File: src/rtl/distance_bcd_counter_if.sv
`default_nettype none
// ============================================================================
// Module      : distance_bcd_counter_if
// Description : Frame/race control inputs and BCD distance outputs of the
//               distance counter, bundled as one interface.
// Revision    : 1.0  initial release
// ============================================================================
interface distance_bcd_counter_if;
    logic       startOfFrame;
    logic       run;
    logic       clear;
    logic [7:0] speed;
    logic [3:0] thousands;
    logic [3:0] hundreds;
    logic [3:0] tens;
    logic [3:0] units;
    logic       distanceTick;
    logic       goalReached;

    modport master (
        output startOfFrame, run, clear, speed,
        input  thousands, hundreds, tens, units, distanceTick, goalReached
    );

    modport slave (
        input  startOfFrame, run, clear, speed,
        output thousands, hundreds, tens, units, distanceTick, goalReached
    );
endinterface
`default_nettype wire

File: src/rtl/distance_bcd_counter.sv
`default_nettype none
// ============================================================================
// Module      : distance_bcd_counter
// Description : Per-frame speed accumulator driving a 4-digit BCD distance
//               count with goal detection. Define DISTANCE_WRAP_EN to wrap
//               9999 -> 0000; otherwise the count saturates at 9999.
// Revision    : 1.0  initial release
// ============================================================================
module distance_bcd_counter #(
    parameter int          FRAC_MAX = 256,
    parameter logic [15:0] GOAL     = 16'h2000
) (
    input  wire logic               clk,
    input  wire logic               reset,
    distance_bcd_counter_if.slave   bus
);

    typedef enum logic [1:0] {
        IDLE = 2'd0,
        RUN  = 2'd1,
        DONE = 2'd2
    } state_t;

    localparam logic [10:0] c_frac_max = 11'(FRAC_MAX);
`ifdef DISTANCE_WRAP_EN
    localparam logic        c_wrap_en  = 1'b1;
`else
    localparam logic        c_wrap_en  = 1'b0;
`endif

    state_t      r_state;
    logic [9:0]  r_frac;
    logic [15:0] r_bcd;
    logic        r_tick;
    logic        r_goal;

    state_t      w_state_nxt;
    logic [9:0]  w_frac_nxt;
    logic [15:0] w_bcd_nxt;
    logic        w_tick_nxt;
    logic        w_goal_nxt;

    logic [10:0] w_sum;
    logic        w_overflow;
    logic [9:0]  w_frac_wrap;
    logic [15:0] w_inc_bcd;
    logic [4:0]  w_carry;
    logic        w_can_inc;

    // Sum is 11 bits wide: 1022 + 255 exceeds the 10-bit accumulator.
    assign w_sum       = {1'b0, r_frac} + {3'b000, bus.speed};
    assign w_overflow  = (w_sum >= c_frac_max);
    assign w_frac_wrap = 10'(w_sum - c_frac_max);

    assign w_carry[0] = 1'b1;
    for (genvar gi = 0; gi < 4; gi++) begin : g_digit
        logic [3:0] w_d;
        assign w_d = r_bcd[4*gi +: 4];
        assign w_inc_bcd[4*gi +: 4] = !w_carry[gi]    ? w_d  :
                                      (w_d == 4'd9)   ? 4'd0 :
                                                        w_d + 4'd1;
        assign w_carry[gi+1] = w_carry[gi] & (w_d == 4'd9);
    end

    // Carry out of the top digit means the count currently reads 9999.
    assign w_can_inc = c_wrap_en | ~w_carry[4];

    always_ff @(posedge clk) begin
        if (reset) begin
            r_state <= IDLE;
            r_frac  <= 10'd0;
            r_bcd   <= 16'h0000;
            r_tick  <= 1'b0;
            r_goal  <= 1'b0;
        end else begin
            r_state <= w_state_nxt;
            r_frac  <= w_frac_nxt;
            r_bcd   <= w_bcd_nxt;
            r_tick  <= w_tick_nxt;
            r_goal  <= w_goal_nxt;
        end
    end

    always_comb begin
        w_state_nxt = r_state;
        w_frac_nxt  = r_frac;
        w_bcd_nxt   = r_bcd;
        w_tick_nxt  = 1'b0;
        w_goal_nxt  = r_goal;

        if (bus.clear) begin
            w_state_nxt = IDLE;
            w_frac_nxt  = 10'd0;
            w_bcd_nxt   = 16'h0000;
            w_goal_nxt  = 1'b0;
        end else begin
            case (r_state)
                IDLE: begin
                    if (bus.run) begin
                        w_state_nxt = RUN;
                    end
                end
                RUN: begin
                    // Dropping run pauses the race; no frame is counted on that edge.
                    if (!bus.run) begin
                        w_state_nxt = IDLE;
                    end else if (bus.startOfFrame) begin
                        if (w_overflow) begin
                            w_frac_nxt = w_frac_wrap;
                            if (w_can_inc) begin
                                w_bcd_nxt  = w_inc_bcd;
                                w_tick_nxt = 1'b1;
                                if (w_inc_bcd == GOAL) begin
                                    w_goal_nxt  = 1'b1;
                                    w_state_nxt = DONE;
                                end
                            end
                        end else begin
                            w_frac_nxt = w_sum[9:0];
                        end
                    end
                end
                DONE: begin
                    w_state_nxt = DONE;
                end
                default: begin
                    w_state_nxt = IDLE;
                end
            endcase
        end
    end

    assign bus.thousands    = r_bcd[15:12];
    assign bus.hundreds     = r_bcd[11:8];
    assign bus.tens         = r_bcd[7:4];
    assign bus.units        = r_bcd[3:0];
    assign bus.distanceTick = r_tick;
    assign bus.goalReached  = r_goal;

endmodule
`default_nettype wire
File: src/flat_wrapper.sv
// flat-port wrapper written by rule: the top's interface ports become plain ports
module distance_bcd_counter_flat 
#(
    parameter int          FRAC_MAX = 256,
    parameter logic [15:0] GOAL     = 16'h2000
)
  (clk, reset, bus_startOfFrame, bus_run, bus_clear, bus_speed, bus_thousands, bus_hundreds, bus_tens, bus_units, bus_distanceTick, bus_goalReached);
  distance_bcd_counter_if bus_i ();
  input  wire logic clk;
  input  wire logic reset;
  input wire logic [$bits(bus_i.startOfFrame)-1:0] bus_startOfFrame;
  input wire logic [$bits(bus_i.run)-1:0] bus_run;
  input wire logic [$bits(bus_i.clear)-1:0] bus_clear;
  input wire logic [$bits(bus_i.speed)-1:0] bus_speed;
  output wire logic [$bits(bus_i.thousands)-1:0] bus_thousands;
  output wire logic [$bits(bus_i.hundreds)-1:0] bus_hundreds;
  output wire logic [$bits(bus_i.tens)-1:0] bus_tens;
  output wire logic [$bits(bus_i.units)-1:0] bus_units;
  output wire logic [$bits(bus_i.distanceTick)-1:0] bus_distanceTick;
  output wire logic [$bits(bus_i.goalReached)-1:0] bus_goalReached;
  assign bus_i.startOfFrame = bus_startOfFrame;
  assign bus_i.run = bus_run;
  assign bus_i.clear = bus_clear;
  assign bus_i.speed = bus_speed;
  assign bus_thousands = bus_i.thousands;
  assign bus_hundreds = bus_i.hundreds;
  assign bus_tens = bus_i.tens;
  assign bus_units = bus_i.units;
  assign bus_distanceTick = bus_i.distanceTick;
  assign bus_goalReached = bus_i.goalReached;
  distance_bcd_counter #(.FRAC_MAX(FRAC_MAX), .GOAL(GOAL)) u_core (.clk(clk), .reset(reset), .bus(bus_i));
endmodule
File: config.mk
export PLATFORM = sky130hd
export DESIGN_NAME = distance_bcd_counter_flat
export DESIGN_NICKNAME = d
export VERILOG_FILES = /design/src/rtl/distance_bcd_counter_if.sv /design/src/rtl/distance_bcd_counter.sv /design/src/flat_wrapper.sv
export SDC_FILE = /design/constraint.sdc
export NUM_CORES = 1
export LEC_CHECK = 0
export CAP_MARGIN = 40
export CORE_MARGIN = 4
export CORE_UTILIZATION = 35
export DETAILED_ROUTE_END_ITERATION = 7
export PLACE_DENSITY = 0.64
export RECOVER_POWER = 50
export SLEW_MARGIN = 20
export SYNTH_ARGS = -nofsm -noshare
export SYNTH_HDL_FRONTEND = slang
export SYNTH_SLANG_ARGS = --single-unit
File: constraint.sdc
create_clock -name clk -period 5.99 [get_ports clk]
set_input_delay 1.4975 -clock clk [delete_from_list [all_inputs] [get_ports clk]]
set_output_delay 1.4975 -clock clk [all_outputs]
set_load 0.005 [all_outputs]
==> flow_summary.json, run 1 <==
{
  "p_per_area_mw_per_mm2": 164,
  "critPathMaxFanout": 8,
  "max_freq_mhz": 188,
  "mostFrequentLayoutCells": "dfxtp_1, nand2_1, nor2_1, dlygate4sd3_1, a21oi_1",
  "grt_max_degree": 27,
  "h-tree-depth": 2,
  "min_to": "u_core.r_frac[5]",
  "synth_cells": 245,
  "drt_iter0_markers": 109,
  "rsz0062_at_grt": "false",
  "port_buffers": 30,
  "drive_above_1_share_pct": 7.94,
  "cts_tree": "done",
  "start_util_pct": 36.1,
  "regToRegSetupSlack_ns": 2.01,
  "peakVddDrop_uv": 72.9,
  "drv_cap": 0,
  "period_share_pct": 88.9,
  "setup_tns_ns": 0,
  "routed-via-count": 1848,
  "yosys.area.top_type": "dfxtp_1",
  "numCtsBuffers": 5,
  "die_y_um": 83.4,
  "post_drt_via_cell_ratio": 5.30,
  "rr_endpoint": "u_core.r_bcd[0]",
  "synth_edf_count": 0,
  "grt_remaining_overflow": 0,
  "ys_ff_latch": 30,
  "stdcell_count": 349,
  "io_pins": 31,
  "finalSetupViolations": 0,
  "grt_pass1_wl_um": 8230,
  "clk_pin_slew_ns": 0.07,
  "synthDistinctLibCells": 53,
  "post_cts_buffers": 0,
  "cp-start-kind": "primary input",
  "worstSetupPathType": "primary input to flop",
  "worst_skew_pair.late_latency_ns": 0.28,
  "r2r-start": "u_core.r_frac[1]",
  "cts_resized": 0,
  "cts_sinks": 30,
  "die_w_um": 83.4,
  "period_needed_ns": 5.32,
  "globalplace.congestion": 0.820,
  "synth_flop_cell": "dfxtp_1",
  "area_growth_pct": 23.0,
  "critical_path_arrival_ns": 5.54,
  "antenna_cells": 0,
  "synth_sequential_area_ratio_pct": 30.2,
  "synthesis.area_mm2": 0.00199,
  "slew_violations": 0,
  "ys_warn_count": 0,
  "grt_usage_pct": 14.2,
  "post-place-ws_ns": 0.548,
  "antenna_found_initial": 0,
  "drt_pass1_iterations": 4,
  "holdWs_ns": 0.458,
  "clockBufferDepth": 2,
  "hold_path_depth": 2,
  "worst_r2r_path_depth": 16,
  "dieArea_mm2": 0.00695,
  "synthArstFlopShare_pct": 0,
  "cp_data_required_time_ns": 6.21,
  "grt_pass1_vias": 1827,
  "drtAntennaViolNets": 0,
  "netlist.area_leader.share_pct": 30.2,
  "worst_pin_slew_ns": 0.702,
  "rows": 27,
  "synth_nets": 268,
  "finalWirelength_um": 4690,
  "p_leak_nw": 0.931,
  "holdCritPathClass": "flop to flop",
  "final.setup_skew_ns": 0.00441,
  "min_from": "u_core.r_frac[5]",
  "hold_viol": 0,
  "syn_avg_cell_area_um2": 8.12,
  "cts_hold_buf": 0,
  "regArea_um2": 601,
  "fin_nets": 299,
  "avgRoutedWirePerCell_um": 13.4,
  "synthTopCellsByArea": "dfxtp_1, ha_1, nand2_1, nor2_1, a21oi_1",
  "outcome": "completed",
  "cts_root_buf": "clkbuf_8",
  "dp_cells": 341,
  "core_mm2": 0.00551,
  "drc": 0,
  "utilization_pct": 44.4,
  "maxSlewHeadroom_pct": 53.0,
  "n_fill_cell": 556,
  "endpoint_kind": "flop",
  "multi_input_area_mm2": 0.00132,
  "hpwl_um": 3440,
  "finalWorstSetupSlack_ns": 0.667,
  "layout_commonest_cell": "dfxtp_1"
}
==> logic make-up (layout without fill, tap and decap cells) <==
group	Yosys count	in the layout	share of synthesized area (%)
compound gates	56	56	21.4
buf+inv	17	49	3.21
xor+xnor	10	10	4.78
simple gates	115	115	30.1
flops	30	30	30.2
mux	7	7	3.71
fa+ha+maj	10	10	6.67
==> layout make-up <==
type	count	share of cell area, %
multi-input combinational	198	53.9
inverter	11	1.69
clock buffer	6	3.37
clock inverter	2	0.511
timing repair buffer	30	12.3
tap	72	3.68
sequential	30	24.5
==> cell usage after synthesis, drive strengths merged, types with 3 or more instances <==
cell	n
nor2	25
nor3	9
and3b	3
or2	3
nor3b	5
and3	3
xnor2	7
a21oi	17
dfxtp	30
nand4	3
nand2	26
xor2	3
nor2b	9
inv	11
a211oi	6
and2	5
clkbuf	6
or3	6
nand3	9
mux2i	7
o21ai	5
a31oi	8
ha	9
==> stage by stage <==
| stage | power [mW] | cell area [um^2] |
|---|---|---|
| final | 0.402 | 2450 |
| after global routing | 0.418 | 2450 |
| after CTS | 0.407 | 2450 |
| after detailed placement | 0.233 | 2360 |
| after global placement | 0.233 | 2360 |
| after floorplan | 0.221 | 1990 |
==> power by group <==
| part | internal, mW | switching, mW |
|---|---|---|
| clock | 0.0922 | 0.0811 |
| combinational | 0.0130 | 0.0149 |
| sequential | 0.200 | 0.000414 |
==> registers in the layout (all words and copies together), names as in the netlist <==
name                     flops
u_core.bus.goalReached       1
u_core.bus.distanceTick      1
u_core.r_frac               10
u_core.r_bcd                16
u_core.r_state               2
==> routing by layer <==
layer  part of all wire (%)  wire [um]  track usage, %
met2                     46       2180            23.8
met4                    1.5         68            4.90
met5                      0          0               0
met1                     50       2320            17.9
met3                    2.5        119            3.08
==> worst max path at each step <==
stage / from / to / slack [ns]
2_1_floorplan: bus_speed[1] / u_core.r_bcd[3] / 1.39
3_3_place_gp: bus_speed[1] / u_core.r_bcd[0] / 0.68
3_5_place_dp: bus_speed[1] / u_core.r_bcd[11] / 0.55
4_1_cts: bus_speed[1] / u_core.r_bcd[0] / 0.84
5_1_grt: bus_speed[1] / u_core.r_bcd[0] / 0.37
6_report: bus_speed[1] / u_core.r_bcd[0] / 0.67
==> critical path: stages <==
cell             delay [ns]
clkdlybuf4s50_1        0.43
ha_1                   0.30
a211oi_1               0.46
or2_1                  0.22
a211o_1                0.16
mux2i_2                0.25
xor2_2                 0.12
inv_2                  0.19
ha_1                   0.19
nand2_1                0.05
or3_1                  0.31
a21oi_1                0.15
o211ai_1               0.16
o32ai_1                0.38
o21ai_1                0.20
or3_1                  0.35
a21oi_1                0.13
Power figures use the tool's default switching activity.
==> run 2, diff against run 1 <==
Settings changed: CORE_ASPECT_RATIO set to 0.5.
==> run 2 against run 1 <==
  * Combinational power hardly changed
  * Cell count is 0.29% higher
  * Clock power is 65% higher
  * Largest cell class unchanged
  * Largest power group is now clock
  * Highest routed layer unchanged
==> flow_summary.json, run 2 (same netlist as run 1, synthesis figures left out) <==
{
  "cts_root_buf": "clkbuf_16",
  "numCtsBuffers": 5,
  "period_needed_ns": 5.22,
  "endpoint_kind": "flop",
  "start_util_pct": 36.2,
  "port_buffers": 30,
  "rows": 19,
  "holdCritPathClass": "flop to flop",
  "grt_remaining_overflow": 0,
  "avgRoutedWirePerCell_um": 13.7,
  "critPathCapture": "u_core.r_bcd[8]",
  "drc": 0,
  "r2r-start": "u_core.r_frac[1]",
  "post_cts_buffers": 0,
  "hold_viol": 0,
  "worst_skew_pair.late_latency_ns": 0.28,
  "drt_pass1_iterations": 4,
  "critPathMaxFanout": 8,
  "dieArea_mm2": 0.00703,
  "drtAntennaViolNets": 0,
  "clk_pin_slew_ns": 0.05,
  "setup_tns_ns": 0,
  "p_per_area_mw_per_mm2": 205,
  "worst_r2r_path_depth": 16,
  "p_total_uw": 514,
  "crit_chain": "clkdlybuf4s50_1 -> ha_1 -> a211oi_1 -> or2_1 -> a211o_1 -> mux2i_2 -> xor2_2 -> inv_2 -> ha_1 -> nand2_1 -> or3_1 -> a21oi_1 -> o211ai_1 -> o32a_4 -> nand2_1 -> a31oi_1 -> a41o_1",
  "fin_nets": 299,
  "grt_pass1_wl_um": 8070,
  "crit_slowest_cell": "clkdlybuf4s50_1",
  "holdWs_ns": 0.459,
  "die_y_um": 61.3,
  "routed-via-count": 1865,
  "critPathMaxStageDelay_ns": 0.43,
  "mostFrequentLayoutCells": "dfxtp_1, nand2_1, nor2_1, dlygate4sd3_1, a21oi_1",
  "rr_endpoint": "u_core.r_bcd[8]",
  "n_fill_cell": 545,
  "post-place-ws_ns": 0.609,
  "hpwl_um": 3510,
  "slew_violations": 0,
  "drive_above_1_share_pct": 7.58,
  "maxSlewHeadroom_pct": 54.7,
  "utilization_pct": 45.8,
  "final.setup_skew_ns": 0.00182,
  "cts_tree": "done",
  "cts_hold_buf": 0,
  "grt_use_met3_pct": 2.75,
  "regArea_um2": 601,
  "cts_resized": 0,
  "worstSetupPathType": "primary input to flop",
  "cp_data_required_time_ns": 6.16,
  "die_w_um": 115,
  "p_leak_nw": 0.954,
  "largest_register_ffs": 16,
  "drt_iter0_markers": 107,
  "peakVddDrop_uv": 120,
  "rsz0062_at_grt": "false",
  "grt_pass1_vias": 1802,
  "top_register": "u_core.r_bcd",
  "layout_commonest_cell": "dfxtp_1",
  "globalplace.congestion": 0.819,
  "critPathLaunch": "bus_speed[1]",
  "core_mm2": 0.00549,
  "h-tree-depth": 2,
  "finalWorstSetupSlack_ns": 0.773,
  "finalSetupViolations": 0,
  "worst_pin_slew_ns": 0.678,
  "antenna_found_initial": 0,
  "top_regs": "u_core.r_bcd: 16 flops, u_core.r_frac: 10 flops, u_core.r_state: 2 flops",
  "cts_sinks": 30,
  "period_share_pct": 87.1,
  "top_usage_layer": "met2",
  "cp-start-kind": "primary input",
  "area_growth_pct": 26.3,
  "grt_usage_pct": 14.4,
  "regToRegSetupSlack_ns": 2.13,
  "finalWirelength_um": 4810,
  "clockBufferDepth": 2,
  "met1_usage_pct": 18.8,
  "multi_input_area_mm2": 0.00131,
  "outcome": "completed",
  "io_pins": 31,
  "grt_util_met2_pct": 24.7,
  "max_freq_mhz": 192,
  "grt_max_degree": 27,
  "critical_path_arrival_ns": 5.38,
  "drv_cap": 0,
  "antenna_cells": 0,
  "post_drt_via_cell_ratio": 5.33
}
run 2: cell count changes in the layout (fill, tap and decap cells not counted), sizes merged:
cell      change
bufinv        +1
clkinv        +1
clkbuf        -1
clkinvlp      -1
run 2: area by class of cell:
class / instances / share of cell area [%]
clock buffers: 5 / 4.98
clock inverters: 3 / 1.59
inverters: 11 / 1.64
multi-input cells: 198 / 52.3
flip-flops and latches: 30 / 23.9
well taps: 73 / 3.64
repair buffers: 30 / 12.0
run 2: how the worst min path moves through the flow:
stage,from,end,slack (ns),cells after the start
floorplan,u_core.r_frac[0],u_core.r_frac[0],0.44,2
global placement,u_core.r_frac[5],u_core.r_frac[5],0.45,2
detailed placement,u_core.r_frac[5],u_core.r_frac[5],0.45,2
CTS,u_core.r_frac[5],u_core.r_frac[5],0.46,2
global route,u_core.r_frac[5],u_core.r_frac[5],0.48,2
finish,u_core.r_frac[5],u_core.r_frac[5],0.46,2
run 2: stage by stage:
stage | cell area, um^2 | cells
after floorplan | 1990 | 245
after global placement | 2360 | 342
after detailed placement | 2360 | 342
after CTS | 2520 | 350
after global routing | 2510 | 350
final | 2510 | 350
run 2: where the power goes:
part / internal, mW / leakage (nW) / switching (mW)
combinational: 0.0130 / 0.629 / 0.0148
clock: 0.194 / 0.0836 / 0.0914
sequential: 0.200 / 0.242 / 0.000412
run 2: critical path: cells and delay by family:
kind	cells	cell delay, ns
xor+xnor	1	0.12
mux	1	0.25
buf+inv	2	0.62
simple gates	4	0.80
fa+ha+maj	2	0.48
compound gates	7	1.62
run 2: routing by layer:
| metal | vias to the layer above | share of wire, % |
|---|---|---|
| li1 | 947 | - |
| met3 | 8 | 3.3 |
| met1 | 885 | 50 |
| met5 | - | 0 |
| met2 | 25 | 46 |
| met4 | 0 | 1.4 |
